==> src/rtl/bitonic_sort_pipe_if.sv <==
`default_nettype none
// ============================================================================
// Module   : bitonic_sort_pipe_if
// Brief    : Input/output vector handshake bundle for bitonic_sort_pipe.
// Revision : 1.0
// ============================================================================
interface bitonic_sort_pipe_if #(
    parameter int LOG_N  = 3,
    parameter int DATA_W = 7,
    parameter int TAG_W  = 3
);
    localparam int c_n = 1 << LOG_N;

    logic                  in_valid;
    logic                  in_ready;
    logic                  in_desc;
    logic [c_n*DATA_W-1:0] in_key;
    logic [c_n*TAG_W-1:0]  in_tag;
    logic                  out_valid;
    logic                  out_ready;
    logic                  out_desc;
    logic [c_n*DATA_W-1:0] out_key;
    logic [c_n*TAG_W-1:0]  out_tag;

    modport master (
        output in_valid, in_desc, in_key, in_tag, out_ready,
        input  in_ready, out_valid, out_desc, out_key, out_tag
    );

    modport slave (
        input  in_valid, in_desc, in_key, in_tag, out_ready,
        output in_ready, out_valid, out_desc, out_key, out_tag
    );
endinterface
`default_nettype wire

==> src/rtl/bitonic_sort_pipe.sv <==
`default_nettype none
// ============================================================================
// Module   : bitonic_sort_pipe
// Brief    : Pipelined bitonic sorter of 2^LOG_N {key,tag} pairs, one merge
//            phase per stage, valid/ready with bubble collapsing.
// Revision : 1.0
// ============================================================================
module bitonic_sort_pipe #(
    parameter int LOG_N  = 3,
    parameter int DATA_W = 7,
    parameter int TAG_W  = 3
) (
    input  wire logic          clk,
    input  wire logic          rst_n,
    bitonic_sort_pipe_if.slave bus
);
    localparam int c_n  = 1 << LOG_N;
    localparam int c_ew = DATA_W + TAG_W;
    localparam int c_vw = c_n * c_ew;

    // Index 0 is the input vector; index k is the stage-k register.
    logic [c_vw-1:0]  w_data [LOG_N+1];
    logic [LOG_N:0]   w_v;
    logic [LOG_N:0]   w_desc;
    logic [LOG_N-1:0] w_adv;

    assign w_v[0]        = bus.in_valid;
    assign w_desc[0]     = bus.in_desc;
    assign bus.in_ready  = w_adv[0];
    assign bus.out_valid = w_v[LOG_N];
    assign bus.out_desc  = w_desc[LOG_N];

    for (genvar gi = 0; gi < c_n; gi++) begin : g_elem
        // Tag sits in the low bits so an unsigned compare orders {key, tag}.
        assign w_data[0][gi*c_ew +: c_ew] =
            {bus.in_key[gi*DATA_W +: DATA_W], bus.in_tag[gi*TAG_W +: TAG_W]};
        assign bus.out_key[gi*DATA_W +: DATA_W] = w_data[LOG_N][gi*c_ew+TAG_W +: DATA_W];
        assign bus.out_tag[gi*TAG_W +: TAG_W]   = w_data[LOG_N][gi*c_ew +: TAG_W];
    end

    always_comb begin
        w_adv[LOG_N-1] = !w_v[LOG_N] || bus.out_ready;
        for (int k = LOG_N - 2; k >= 0; k--) begin
            w_adv[k] = !w_v[k+1] || w_adv[k+1];
        end
    end

    for (genvar gs = 0; gs < LOG_N; gs++) begin : g_stage
        logic [c_vw-1:0] w_net;
        logic [c_vw-1:0] r_data;
        logic            r_v;
        logic            r_desc;

        // Merge phase gs+1: layers of distance 2^gs down to 1.
        always_comb begin
            logic [c_ew-1:0] a;
            logic [c_ew-1:0] b;
            logic            up;
            w_net = w_data[gs];
            a     = '0;
            b     = '0;
            up    = 1'b1;
            for (int j = gs; j >= 0; j--) begin
                for (int i = 0; i < c_n; i++) begin
                    if ((i & (1 << j)) == 0) begin
                        a  = w_net[i*c_ew +: c_ew];
                        b  = w_net[(i + (1 << j))*c_ew +: c_ew];
                        // Inner phases alternate direction per run to form bitonic runs.
                        up = (gs == LOG_N - 1) ? !w_desc[gs]
                                               : (((i >> (gs + 1)) & 1) == 0);
                        if (up ? (a > b) : (a < b)) begin
                            w_net[i*c_ew +: c_ew]              = b;
                            w_net[(i + (1 << j))*c_ew +: c_ew] = a;
                        end
                    end
                end
            end
        end

        always_ff @(posedge clk or negedge rst_n) begin
            if (!rst_n) begin
                r_v    <= 1'b0;
                r_desc <= 1'b0;
                r_data <= '0;
            end else if (w_adv[gs]) begin
                r_v <= w_v[gs];
                if (w_v[gs]) begin
                    r_data <= w_net;
                    r_desc <= w_desc[gs];
                end
            end
        end

        assign w_data[gs+1] = r_data;
        assign w_v[gs+1]    = r_v;
        assign w_desc[gs+1] = r_desc;
    end
endmodule
`default_nettype wire

==> src/flat_wrapper.sv <==
// flat-port wrapper written by rule: the top's interface ports become plain ports
module bitonic_sort_pipe_flat 
#(
    parameter int LOG_N  = 3,
    parameter int DATA_W = 7,
    parameter int TAG_W  = 3
)
  (clk, rst_n, bus_in_valid, bus_in_desc, bus_in_key, bus_in_tag, bus_out_ready, bus_in_ready, bus_out_valid, bus_out_desc, bus_out_key, bus_out_tag);
  bitonic_sort_pipe_if #(.LOG_N(LOG_N), .DATA_W(DATA_W), .TAG_W(TAG_W)) bus_i ();
  input  wire logic clk;
  input  wire logic rst_n;
  input wire logic [$bits(bus_i.in_valid)-1:0] bus_in_valid;
  input wire logic [$bits(bus_i.in_desc)-1:0] bus_in_desc;
  input wire logic [$bits(bus_i.in_key)-1:0] bus_in_key;
  input wire logic [$bits(bus_i.in_tag)-1:0] bus_in_tag;
  input wire logic [$bits(bus_i.out_ready)-1:0] bus_out_ready;
  output wire logic [$bits(bus_i.in_ready)-1:0] bus_in_ready;
  output wire logic [$bits(bus_i.out_valid)-1:0] bus_out_valid;
  output wire logic [$bits(bus_i.out_desc)-1:0] bus_out_desc;
  output wire logic [$bits(bus_i.out_key)-1:0] bus_out_key;
  output wire logic [$bits(bus_i.out_tag)-1:0] bus_out_tag;
  assign bus_i.in_valid = bus_in_valid;
  assign bus_i.in_desc = bus_in_desc;
  assign bus_i.in_key = bus_in_key;
  assign bus_i.in_tag = bus_in_tag;
  assign bus_i.out_ready = bus_out_ready;
  assign bus_in_ready = bus_i.in_ready;
  assign bus_out_valid = bus_i.out_valid;
  assign bus_out_desc = bus_i.out_desc;
  assign bus_out_key = bus_i.out_key;
  assign bus_out_tag = bus_i.out_tag;
  bitonic_sort_pipe #(.LOG_N(LOG_N), .DATA_W(DATA_W), .TAG_W(TAG_W)) u_core (.clk(clk), .rst_n(rst_n), .bus(bus_i));
endmodule
==> config.mk <==
export PLATFORM = sky130hd
export DESIGN_NAME = bitonic_sort_pipe_flat
export DESIGN_NICKNAME = d
export VERILOG_FILES = /design/src/rtl/bitonic_sort_pipe_if.sv /design/src/rtl/bitonic_sort_pipe.sv /design/src/flat_wrapper.sv
export SDC_FILE = /design/constraint.sdc
export NUM_CORES = 1
export LEC_CHECK = 0
export ABC_AREA = 1
export CAP_MARGIN = 20
export CELL_PAD_IN_SITES_DETAIL_PLACEMENT = 0
export CELL_PAD_IN_SITES_GLOBAL_PLACEMENT = 2
export CORE_UTILIZATION = 34
export DETAILED_ROUTE_END_ITERATION = 6
export PLACE_DENSITY = 0.84
export SYNTH_ARGS = -nofsm -noshare
export SYNTH_HDL_FRONTEND = slang
export SYNTH_SLANG_ARGS = --single-unit
==> constraint.sdc <==
create_clock -name clk -period 6 [get_ports clk]
set_input_delay 1.2 -clock clk [delete_from_list [all_inputs] [get_ports clk]]
set_output_delay 1.2 -clock clk [all_outputs]
set_load 0.03 [all_outputs]
==> results.sh <==
export IMPL_syn_nets=3232
export IMPL_holdCritPathClass="flop to flop"
export IMPL_syn_area_um2=20200
export IMPL_ios=168
export IMPL_use_met1_pct=33.9
export IMPL_antenna_found_initial=0
export IMPL_dp_cells=3934
export IMPL_h_tree_depth=2
export IMPL_hold_viol_final=0
export IMPL_grtUsageMet3_pct=2.72
export IMPL_viasPerCell=5.16
export IMPL_finalClockSkew_ps=42.2
export IMPL_cts_tree="built"
export IMPL_fp_dieH_um=246
export IMPL_synth_most_common_cell="nand2_1"
export IMPL_ys_types=41
export IMPL_reg2reg_slack_ps=390
export IMPL_die_x_um=246
export IMPL_end_kind="flop"
export IMPL_crit_path_start="u_core.g_stage[1].r_data[79]"
export IMPL_wl_per_cell_um=18.8
export IMPL_detail_route_antenna_nets=0
export IMPL_synth_top_area_share_pct=30.4
export IMPL_coreArea_um2=58900
export IMPL_routed_wl_um=75000
export IMPL_clkLatencyLatePin_ps=560
export IMPL_rows=89
export IMPL_setup_viol=0
export IMPL_nets=3517
export IMPL_cts_buffer_depth=3
export IMPL_drt_iter0_drc=1467
export IMPL_area_growth_pct=24.6
export IMPL_synthCells=2917
export IMPL_synth_area_top_cells="dfrtp_1 30%, ha_1 14%, nand2_1 13%"
export IMPL_diodes=0
export IMPL_worstReg2RegEnd="u_core.g_stage[2].r_data[74]"
export IMPL_maxSlewViolCount=0
export IMPL_status="finished clean"
export IMPL_worst_ep_arrival_time_ps=6050
export IMPL_min_delay_start="u_core.g_stage[2].r_data[20]"
export IMPL_path_clk_slew_ps=60
export IMPL_post_route_drc_count=0
export IMPL_start_util_pct=34.3
export IMPL_synth_area_leader_cell="dfrtp_1"
export IMPL_r2r_cells=33
export IMPL_gp_congestion=0.947
export IMPL_grt_overflow=0
export IMPL_fmax_mhz=178
export IMPL_cp_max_fo=12
export IMPL_tightest_slew_ps=1120
export IMPL_drive_gt1_share_pct=10.5
export IMPL_grt_pass1_wl_um=115000
export IMPL_synth_avg_cell_area_um2=6.93
export IMPL_rr_startpoint="u_core.g_stage[1].r_data[79]"
export IMPL_grt_max_degree=136
export IMPL_dieArea_um2=60500
export IMPL_dp_hpwl_um=60000
export IMPL_vias=20600
export IMPL_required_ps=6450
export IMPL_path_class="flop to flop"
export IMPL_drtPass1Iterations=5
export IMPL_synth_common_cells="725 x nand2_1, 438 x o21ai_0, 362 x nand3_1"
export IMPL_cap_viol_max_count=0
export IMPL_grt_total_usage_pct=24.7
export IMPL_ys_flop_type="dfrtp_1"
export IMPL_worstHoldEndpoint="u_core.g_stage[2].r_data[20]"
export IMPL_clk_root_buffer_cell="clkbuf_16"
export IMPL_whs_path_depth=2
export IMPL_use_met2_pct=40.9
export IMPL_grt_busiest_layer="met2"
export IMPL_seq_area_frac_synth_pct=30.4
export IMPL_clkSinkCount=246
export IMPL_ys_warn_count=0
export IMPL_finalCriticalPeriod_ps=5610
export IMPL_synth_edff_count=0
export IMPL_fillCellCount=6198
export IMPL_async_flop_share_pct=100
export IMPL_grt_pass1_vias=19700
export IMPL_layoutNonFillerInstCount=3997
export IMPL_ys_ff_latch=246
export IMPL_io_buffers=167
export IMPL_cp_start_kind="flop"
export IMPL_crit_path_max_incr_delay_ps=380
export IMPL_relSlewSlack_pct=24.8
export IMPL_numCtsBuffers=34
export IMPL_period_share_pct=93.5
export IMPL_cp_slowest_cell="dfrtp_1"
-- worst max path at each step --
stage / to / slack, ps / cells past startpoint
6_report: u_core.g_stage[2].r_data[74] / 390 / 33
5_1_grt: u_core.g_stage[2].r_data[6] / -40 / 40
3_3_place_gp: u_core.g_stage[2].r_data[19] / -30 / 35
4_1_cts: u_core.g_stage[2].r_data[19] / 30 / 35
3_5_place_dp: u_core.g_stage[2].r_data[19] / 90 / 35
2_1_floorplan: u_core.g_stage[2].r_data[0] / 860 / 39
-- metal layers --
layer / vias to the layer above / wire length [um]
met5: - / 0
met4: 0 / 1930
met3: 71 / 2670
met2: 421 / 34600
met1: 9733 / 35700
li1: 10400 / -
-- timing repair --
| action | CTS | global route |
|---|---|---|
| hold buffers | 0 | 0 |
| setup endpoints to repair | 0 | 80 |
| gates resized for setup | 0 | 26 |
| setup buffers | 0 | 2 |
-- kinds of logic (layout without fill, tap and decap cells) --
kind of cell | after synthesis | count (layout) | share of synthesized area [%]
fa+ha+maj | 230 | 230 | 14.2
buf+inv | 477 | 782 | 9.41
simple gates | 1250 | 1252 | 26.9
flops | 246 | 246 | 30.4
compound gates | 714 | 714 | 19.0
-- cell usage in the layout (no fill, tap or decap), types with 4 or more instances in the layout --
cell and instances:
clkbuf_16 35, ha_1 230, nand2_2 15, o211ai_1 45, buf_12 8, inv_1 317
nand4_1 19, o21ai_0 425, clkbuf_1 8, o21ai_1 13, nand2_1 722, nor2_1 57
and2_1 40, clkdlybuf4s50_1 166, clkbuf_8 5, a21boi_0 6, nor3_1 11, nor2_2 6
a211oi_1 9, nand3_1 362, clkinv_2 8, inv_2 4, dfrtp_1 246, a21oi_1 160
o2111ai_1 6, buf_4 226, o21a_1 10, o22ai_1 20, o21bai_1 5
-- state kept, by name, indices dropped and copies added (netlist names) --
register               cells
u_core.bus.out_desc        1
u_core.g_stage.r_v         2
u_core.g_stage.r_desc      2
u_core.g_stage.r_data    240
u_core.bus.out_valid       1
-- worst max-delay path: cells and delay by family, from the launching register on --
family / cells / cell delay, ps
buf+inv: 8 / 1110
flops: 1 / 380
simple gates: 15 / 1760
fa+ha+maj: 3 / 910
compound gates: 7 / 1360
-- stage by stage --
step           TNS (ps)  instance area, um^2  setup WS [ps]  hold WS (ps)  utilization (%)
6_report              0                25200            393           475             42.8
5_1_grt            -342                25200          -35.6           505             42.8
4_1_cts               0                25100           33.4           482             42.5
3_5_place_dp          0                24000           85.4           468             40.8
3_3_place_gp       -104                24000          -31.5           463             40.8
2_1_floorplan         0                20200            858           448                -
-- layout make-up --
| cell class | instances | area (um^2) | share of cell area, % |
|---|---|---|---|
| Inverter | 322 | 1210 | 4.80 |
| Tap cell | 773 | 967 | 3.84 |
| Timing Repair Buffer | 402 | 3540 | 14.1 |
| Clock buffer | 48 | 975 | 3.87 |
| Multi-Input combinational cell | 2196 | 12300 | 48.8 |
| Clock inverter | 10 | 60.1 | 0.238 |
| Sequential cell | 246 | 6160 | 24.4 |
Power is not shown: default switching activity piles up to over one toggle a cycle in this logic, so the estimate is an artifact.
